<file path="config.mk">
export PLATFORM = sky130hd
export DESIGN_NAME = multicycle_ctrl
export DESIGN_NICKNAME = d
export VERILOG_FILES = /design/src/rtl/multicycle_ctrl_pkg.sv /design/src/rtl/multicycle_ctrl_imm_gen.sv /design/src/rtl/multicycle_ctrl.sv
export SDC_FILE = /design/constraint.sdc
export NUM_CORES = 1
export LEC_CHECK = 0
export BUFFER_PORTS_ARGS = -buffer_cell sky130_fd_sc_hd__buf_2
export CORE_MARGIN = 2
export CORE_UTILIZATION = 44
export DETAILED_ROUTE_END_ITERATION = 16
export PLACE_DENSITY = 0.81
export SETUP_SLACK_MARGIN = 0.1
export SYNTH_ARGS = -nofsm -noshare
export SYNTH_HDL_FRONTEND = slang
export SYNTH_HIERARCHICAL = 1
export SYNTH_SLANG_ARGS = --single-unit
</file>
<file path="constraint.sdc">
create_clock -name clk -period 4.15 [get_ports clk]
set_input_delay 0.83 -clock clk [delete_from_list [all_inputs] [get_ports clk]]
set_output_delay 0.83 -clock clk [all_outputs]
set_load 0.1 [all_outputs]
</file>
<file path="src/rtl/multicycle_ctrl_pkg.sv">
// Shared definitions for the multi-cycle control unit: widths, ALU op
// encodings, opcode constants, FSM states, trap causes and decode helpers.
package multicycle_ctrl_pkg;

    localparam int WORD_W           = 32;
    localparam int REG_SIZE         = 5;
    localparam int ALU_CONTROL_SIZE = 4;

    localparam logic [ALU_CONTROL_SIZE-1:0] ALU_ADD  = 4'd0;
    localparam logic [ALU_CONTROL_SIZE-1:0] ALU_SUB  = 4'd1;
    localparam logic [ALU_CONTROL_SIZE-1:0] ALU_SLL  = 4'd2;
    localparam logic [ALU_CONTROL_SIZE-1:0] ALU_SLT  = 4'd3;
    localparam logic [ALU_CONTROL_SIZE-1:0] ALU_SLTU = 4'd4;
    localparam logic [ALU_CONTROL_SIZE-1:0] ALU_XOR  = 4'd5;
    localparam logic [ALU_CONTROL_SIZE-1:0] ALU_SRL  = 4'd6;
    localparam logic [ALU_CONTROL_SIZE-1:0] ALU_SRA  = 4'd7;
    localparam logic [ALU_CONTROL_SIZE-1:0] ALU_OR   = 4'd8;
    localparam logic [ALU_CONTROL_SIZE-1:0] ALU_AND  = 4'd9;

    localparam logic [6:0] OPC_R      = 7'b0110011;
    localparam logic [6:0] OPC_I      = 7'b0010011;
    localparam logic [6:0] OPC_LOAD   = 7'b0000011;
    localparam logic [6:0] OPC_STORE  = 7'b0100011;
    localparam logic [6:0] OPC_BRANCH = 7'b1100011;

    typedef enum logic [2:0] {
        FETCH, DECODE, EXEC, MEM, WB, TRAP
    } state_e;

    typedef enum logic [1:0] {
        CAUSE_NONE    = 2'd0,
        CAUSE_ILLEGAL = 2'd1,
        CAUSE_IMEM    = 2'd2,
        CAUSE_DMEM    = 2'd3
    } trap_cause_e;

    typedef enum logic [2:0] {
        CLS_R, CLS_I, CLS_LOAD, CLS_STORE, CLS_BRANCH, CLS_ILLEGAL
    } instr_class_e;

    // Only beq/bne are supported branches; every other funct3 is illegal.
    function automatic instr_class_e classify(input logic [6:0] opcode,
                                              input logic [2:0] funct3);
        instr_class_e cls;
        cls = CLS_ILLEGAL;
        case (opcode)
            OPC_R:      cls = CLS_R;
            OPC_I:      cls = CLS_I;
            OPC_LOAD:   cls = CLS_LOAD;
            OPC_STORE:  cls = CLS_STORE;
            OPC_BRANCH: if (funct3 == 3'b000 || funct3 == 3'b001) cls = CLS_BRANCH;
            default:    cls = CLS_ILLEGAL;
        endcase
        return cls;
    endfunction

    // funct7[5] selects SUB only for R-type; for both R and I it picks SRA over SRL.
    function automatic logic [ALU_CONTROL_SIZE-1:0] alu_op(input logic       is_r,
                                                           input logic [2:0] funct3,
                                                           input logic       funct7_5);
        logic [ALU_CONTROL_SIZE-1:0] op;
        case (funct3)
            3'b000:  op = (is_r && funct7_5) ? ALU_SUB : ALU_ADD;
            3'b001:  op = ALU_SLL;
            3'b010:  op = ALU_SLT;
            3'b011:  op = ALU_SLTU;
            3'b100:  op = ALU_XOR;
            3'b101:  op = funct7_5 ? ALU_SRA : ALU_SRL;
            3'b110:  op = ALU_OR;
            default: op = ALU_AND;
        endcase
        return op;
    endfunction

endpackage

</file>
<file path="src/rtl/multicycle_ctrl_imm_gen.sv">
// Immediate generator: sign-extends the I, S or B immediate of the
// instruction register, chosen by opcode. R-type yields zero.
module multicycle_ctrl_imm_gen
    import multicycle_ctrl_pkg::*;
(
    input  logic [11:0]       ir_upper,   // IR[31:20]
    input  logic [11:0]       ir_lower,   // IR[11:0]
    output logic [WORD_W-1:0] imm32
);

    // Format select from the opcode held in the low IR bits.
    always_comb begin
        imm32 = '0;
        case (ir_lower[6:0])
            OPC_I, OPC_LOAD: imm32 = {{20{ir_upper[11]}}, ir_upper};
            OPC_STORE:       imm32 = {{20{ir_upper[11]}}, ir_upper[11:5], ir_lower[11:7]};
            OPC_BRANCH:      imm32 = {{19{ir_upper[11]}}, ir_upper[11], ir_lower[7],
                                      ir_upper[10:5], ir_lower[11:8], 1'b0};
            default:         imm32 = '0;
        endcase
    end

endmodule

</file>
<file path="src/rtl/multicycle_ctrl.sv">
// Multi-cycle control FSM: FETCH -> DECODE -> EXEC -> (MEM) -> (WB), one
// instruction at a time, with req/ack memory handshakes, wait-limit
// timeouts and a sticky trap state that only reset leaves.
module multicycle_ctrl
    import multicycle_ctrl_pkg::*;
#(
    parameter int              WAIT_LIMIT = 16,
    parameter logic [WORD_W-1:0] RESET_IR = 32'h0000_0013
)(
    input  logic                        clk,
    input  logic                        reset,
    input  logic [WORD_W-1:0]           instr,
    output logic                        imemReq,
    input  logic                        imemAck,
    output logic                        dmemReq,
    input  logic                        dmemAck,
    input  logic                        zero,
    output logic [REG_SIZE-1:0]         rs1,
    output logic [REG_SIZE-1:0]         rs2,
    output logic [REG_SIZE-1:0]         rd,
    output logic [WORD_W-1:0]           imm32,
    output logic [ALU_CONTROL_SIZE-1:0] ALUControl,
    output logic                        ALUSrc,
    output logic                        regWrite,
    output logic                        memWrite,
    output logic                        memToReg,
    output logic                        pcWrite,
    output logic                        pcSrc,
    output logic                        trap,
    output logic [1:0]                  trapCause,
    output logic [31:0]                 instret
);

    localparam int                WAIT_W   = $clog2(WAIT_LIMIT + 1);
    localparam logic [WAIT_W-1:0] WAIT_MAX = WAIT_W'(WAIT_LIMIT);

    state_e             state_q, state_d;
    logic [WORD_W-1:0]  ir_q, ir_d;
    logic [WAIT_W-1:0]  wait_q, wait_d, wait_inc;
    trap_cause_e        cause_q, cause_d;
    logic [31:0]        instret_q, instret_d;
    instr_class_e       cls;

    assign cls       = classify(ir_q[6:0], ir_q[14:12]);
    assign wait_inc  = wait_q + 1'b1;
    assign rs1       = ir_q[19:15];
    assign rs2       = ir_q[24:20];
    assign rd        = ir_q[11:7];
    assign trap      = (state_q == TRAP);
    assign trapCause = cause_q;
    assign instret   = instret_q;

    multicycle_ctrl_imm_gen u_imm_gen (
        .ir_upper (ir_q[31:20]),
        .ir_lower (ir_q[11:0]),
        .imm32    (imm32)
    );

    // State, IR, wait counter, trap cause and retire counter.
    always_ff @(posedge clk) begin
        if (reset) begin
            state_q   <= FETCH;
            ir_q      <= RESET_IR;
            wait_q    <= '0;
            cause_q   <= CAUSE_NONE;
            instret_q <= '0;
        end else begin
            state_q   <= state_d;
            ir_q      <= ir_d;
            wait_q    <= wait_d;
            cause_q   <= cause_d;
            instret_q <= instret_d;
        end
    end

    // Next state and all datapath strobes; operand selects are held from EXEC to retire.
    always_comb begin
        state_d    = state_q;
        ir_d       = ir_q;
        wait_d     = wait_q;
        cause_d    = cause_q;
        imemReq    = 1'b0;
        dmemReq    = 1'b0;
        regWrite   = 1'b0;
        memWrite   = 1'b0;
        memToReg   = 1'b0;
        pcWrite    = 1'b0;
        pcSrc      = 1'b0;
        ALUSrc     = 1'b0;
        ALUControl = ALU_ADD;

        if (state_q == EXEC || state_q == MEM || state_q == WB) begin
            ALUSrc = (cls != CLS_R) && (cls != CLS_BRANCH);
            case (cls)
                CLS_BRANCH:          ALUControl = ALU_SUB;
                CLS_LOAD, CLS_STORE: ALUControl = ALU_ADD;
                default:             ALUControl = alu_op(cls == CLS_R, ir_q[14:12], ir_q[30]);
            endcase
        end

        case (state_q)
            FETCH: begin
                imemReq = 1'b1;
                if (imemAck) begin
                    ir_d    = instr;
                    state_d = DECODE;
                end else if (wait_inc == WAIT_MAX) begin
                    state_d = TRAP;
                    cause_d = CAUSE_IMEM;
                end else begin
                    wait_d = wait_inc;
                end
            end
            DECODE: begin
                if (cls == CLS_ILLEGAL) begin
                    state_d = TRAP;
                    cause_d = CAUSE_ILLEGAL;
                end else begin
                    state_d = EXEC;
                end
            end
            EXEC: begin
                case (cls)
                    CLS_BRANCH: begin
                        pcSrc   = zero ^ ir_q[12];
                        pcWrite = 1'b1;
                        state_d = FETCH;
                        wait_d  = '0;
                    end
                    CLS_LOAD, CLS_STORE: begin
                        state_d = MEM;
                        wait_d  = '0;
                    end
                    default: state_d = WB;
                endcase
            end
            MEM: begin
                dmemReq  = 1'b1;
                memWrite = (cls == CLS_STORE);
                if (dmemAck) begin
                    if (cls == CLS_STORE) begin
                        pcWrite = 1'b1;
                        state_d = FETCH;
                        wait_d  = '0;
                    end else begin
                        state_d = WB;
                    end
                end else if (wait_inc == WAIT_MAX) begin
                    state_d = TRAP;
                    cause_d = CAUSE_DMEM;
                end else begin
                    wait_d = wait_inc;
                end
            end
            WB: begin
                regWrite = (ir_q[11:7] != '0);
                memToReg = (cls == CLS_LOAD);
                pcWrite  = 1'b1;
                state_d  = FETCH;
                wait_d   = '0;
            end
            TRAP: begin
                state_d = TRAP;
            end
            default: state_d = FETCH;
        endcase

        instret_d = pcWrite ? instret_q + 32'd1 : instret_q;
    end

endmodule
</file>
==> impl_metrics.ini <==
[status]
status = complete, no violations

[logic_synthesis]
synth_top_family_by_area = simple AND/OR/NAND/NOR gates
synth.yosys.seq_area_share_pct = 36.4
synth_compound_area_share_pct = 20.1
synth-edff-count = 0
synth_warnings = 6
synth_common_cells = nand2_1, a21oi_1, dfxtp_1, buf_4, clkbuf_1
yosysTopAreaCellShare_pct = 36.4
avgSynthCellArea_um2 = 7.75
synthXorXnorAreaFrac_pct = 0.646
ys.flop_type = dfxtp_1
syn-num-nets = 564
synth.area.top_cells = dfxtp_1, a21oi_1, nand2_1
syn_area_um2 = 4070
yosysUniqueCellTypes = 57
yosys.area_share.simple_pct = 30.2
postSynth.asyncResetShare_pct = 0
synthMuxAreaShare_pct = 1.32
synth_top_area_cell = dfxtp_1
syn_inst = 525
synth_fa_ha_area_share_pct = 0.615
synth.most_common_cell = nand2_1
ys_ff_latch = 74

[grt]
first_global_vias = 3683
grt_pass1_wl_um = 17300
track_usage_pct = 20.9
grt_max_degree = 64
antenna_found_initial = 1
gr-total-overflow = 0

[pwr]
switching_share_pct = 55.3
p_switching_uw = 1850
powerDensity_nw_per_um2 = 702
ir_drop_mv = 0.444
clockPowerShare_pct = 19.6
seqPwrFrac_pct = 28.4
comb_power_share_pct = 52.0
power.internal_uw = 1490
power.leakage_uw = 0.00194

[floorplan]
num_rows = 35
core_area_um2 = 9110
dieArea_um2 = 10000
io_pins = 131
start_util_pct = 44.7
die_w_um = 100
die_h_um = 100

[route]
drtAntennaViolNets = 0
drt_first_pass_iters = 4
vias = 4102
drc = 0
drt_wl_total_um = 10800
avgViaCountPerCell = 5.68
avgRoutedWirePerCell_um = 14.9
drtIter0Drc = 265

[placed_design]
dp_hpwl_um = 7580
gp_congestion = 0.882
dp_slack_ns = 1.07
io_buffers = 130
placed_cells = 705

[timing]
final.setup.tns_ns = 0
max_freq_ghz = 0.286
setup_ws_ns = 0.654
setup_violations = 0
hold_viol = 0
skew_ns = 0.0160
grt_setup_unrepaired = no
finalCritPeriodShare_pct = 84.2
slew_viol_final = 0
maxSlewHeadroom_pct = 25.4
fin_crit_ns = 3.50
max_slew.worst_pin.slew_ns = 1.12

[cts]
htree_levels = 3
root_buffer = clkbuf_8
cts_buffers = 9
cts.path.max_buffers = 2
insertion_delay_ns = 0.35
clock-sinks = 74
cts-hold-fix-buffers = 0
cts_tree = yes
cts_resized = 0
cts.clk_slew.worst_paths_ns = 0.09
post_cts_buffers = 0

[worst_hold_path]
worst_hold_path_type = register to register
holdPathStages = 2

[worst_setup_path]
crit_end = imm32[18]
path_cells = nand4bb_1 > nor3b_2 > buf_2
critPathLaunchType = register
setup.worst_path.start = ir_q[2]$_SDFFE_PP0P_
r2r_slack_ns = 1.63
cp_num_buf_inv = 1
cpPeakStageDelay_ns = 0.84
timing.rr.start = ir_q[5]$_SDFFE_PP0P_
critPathKind = register to output pin
reg2reg_to = instret[19]$_SDFFE_PP0P_
reg2reg_depth = 7
crit_path_max_fanout = 20
crit_required_ns = 3.32
crit_slowest_cell = nor3b_2
worst-path-stages = 3
cpLargestDelayFamily = simple AND/OR/NAND/NOR gates
arrival_ns = 2.67
critPathCaptureType = output pin

[final_layout]
final_core_util_pct = 52.2
layout-drive-gt1-share_pct = 27.9
instances_no_fill = 722
final_net_count = 644
syn2layout_area_growth_pct = 16.8

[flow_run]
cap_viol_max_count = 0
kinds of logic after synthesis:
family	after synthesis
muxes	5
adders and majority gates	2
and+or+nand+nor	227
DFF	74
buffers and inverters	76
AOI/OAI and AO/OA	138
xor gates and xnor gates	3
state kept, by name, summed over array words and instances (netlist names):
register	flops
ir_q	32
trapCause	2
instret	32
wait_q	5
state_q	3
worst min-delay path: cells and delay by family (launching register included):
kind / cells / cell delay, ns
DFF: 1 / 0.31
AOI/OAI and AO/OA: 1 / 0.06
and+or+nand+nor: 1 / 0.05
cell type report:
class | count | area, um2
clock inverters | 6 | 96.3
repair buffers | 134 | 681
clock buffers | 10 | 138
inverters | 11 | 41.3
diodes | 1 | 2.50
fillers | 890 | 4350
multi-input cells | 375 | 2180
flip-flops and latches | 74 | 1480
well taps | 111 | 139
routing by layer:
metal / wire length, um / global-route usage (%)
met1: 4760 / 28.0
met2: 5170 / 34.0
met3: 700 / 4.60
met4: 124 / 5.90
met5: 0 / 0
layout by cell type, fill, tap and decap left out, drive strengths merged, types with 2 or more instances in the layout:
master	instances
buf	134
nand2	84
a21oi	75
dfxtp	74
o21ai	21
nor2	17
nand3	15
or3	15
o31ai	14
nand4	14
or4	13
inv	13
nor3	12
clkbuf	10
nor4	9
nand2b	8
nor3b	8
and2	6
nand3b	6
or3b	6
a211oi	5
o31a	4
o21a	4
a31oi	4
nor2b	3
mux2	3
nand4bb	2
or2	2
a21boi	2
mux2i	2
a41oi	2
xor2	2
ha	2
bufinv	2
power by group through the flow:
stage / sequential (uW) / clock, uW / combinational [uW]
2_1_floorplan: 961 / 0 / 1560
3_3_place_gp: 949 / 0 / 1700
3_5_place_dp: 960 / 0 / 1730
4_1_cts: 944 / 672 / 1730
5_1_grt: 967 / 704 / 1840
6_report: 947 / 656 / 1740
metrics by stage:
step | total power (uW) | hold WS [ns] | instance area (um2)
after floorplan | 2520 | 0.432 | 4090
after global placement | 2650 | 0.438 | 4520
after detailed placement | 2690 | 0.449 | 4520
after CTS | 3350 | 0.460 | 4750
after global routing | 3510 | 0.479 | 4750
final | 3340 | 0.461 | 4760
worst min path at each step:
stage	start	to
4_1_cts	ir_q[26]$_SDFFE_PP0P_	ir_q[26]$_SDFFE_PP0P_
3_3_place_gp	ir_q[15]$_SDFFE_PP0P_	ir_q[15]$_SDFFE_PP0P_
3_5_place_dp	ir_q[26]$_SDFFE_PP0P_	ir_q[26]$_SDFFE_PP0P_
2_1_floorplan	ir_q[25]$_SDFFE_PP0P_	ir_q[25]$_SDFFE_PP0P_
6_report	ir_q[26]$_SDFFE_PP0P_	ir_q[26]$_SDFFE_PP0P_
5_1_grt	ir_q[26]$_SDFFE_PP0P_	ir_q[26]$_SDFFE_PP0P_
(Power assumes the default switching activity.)
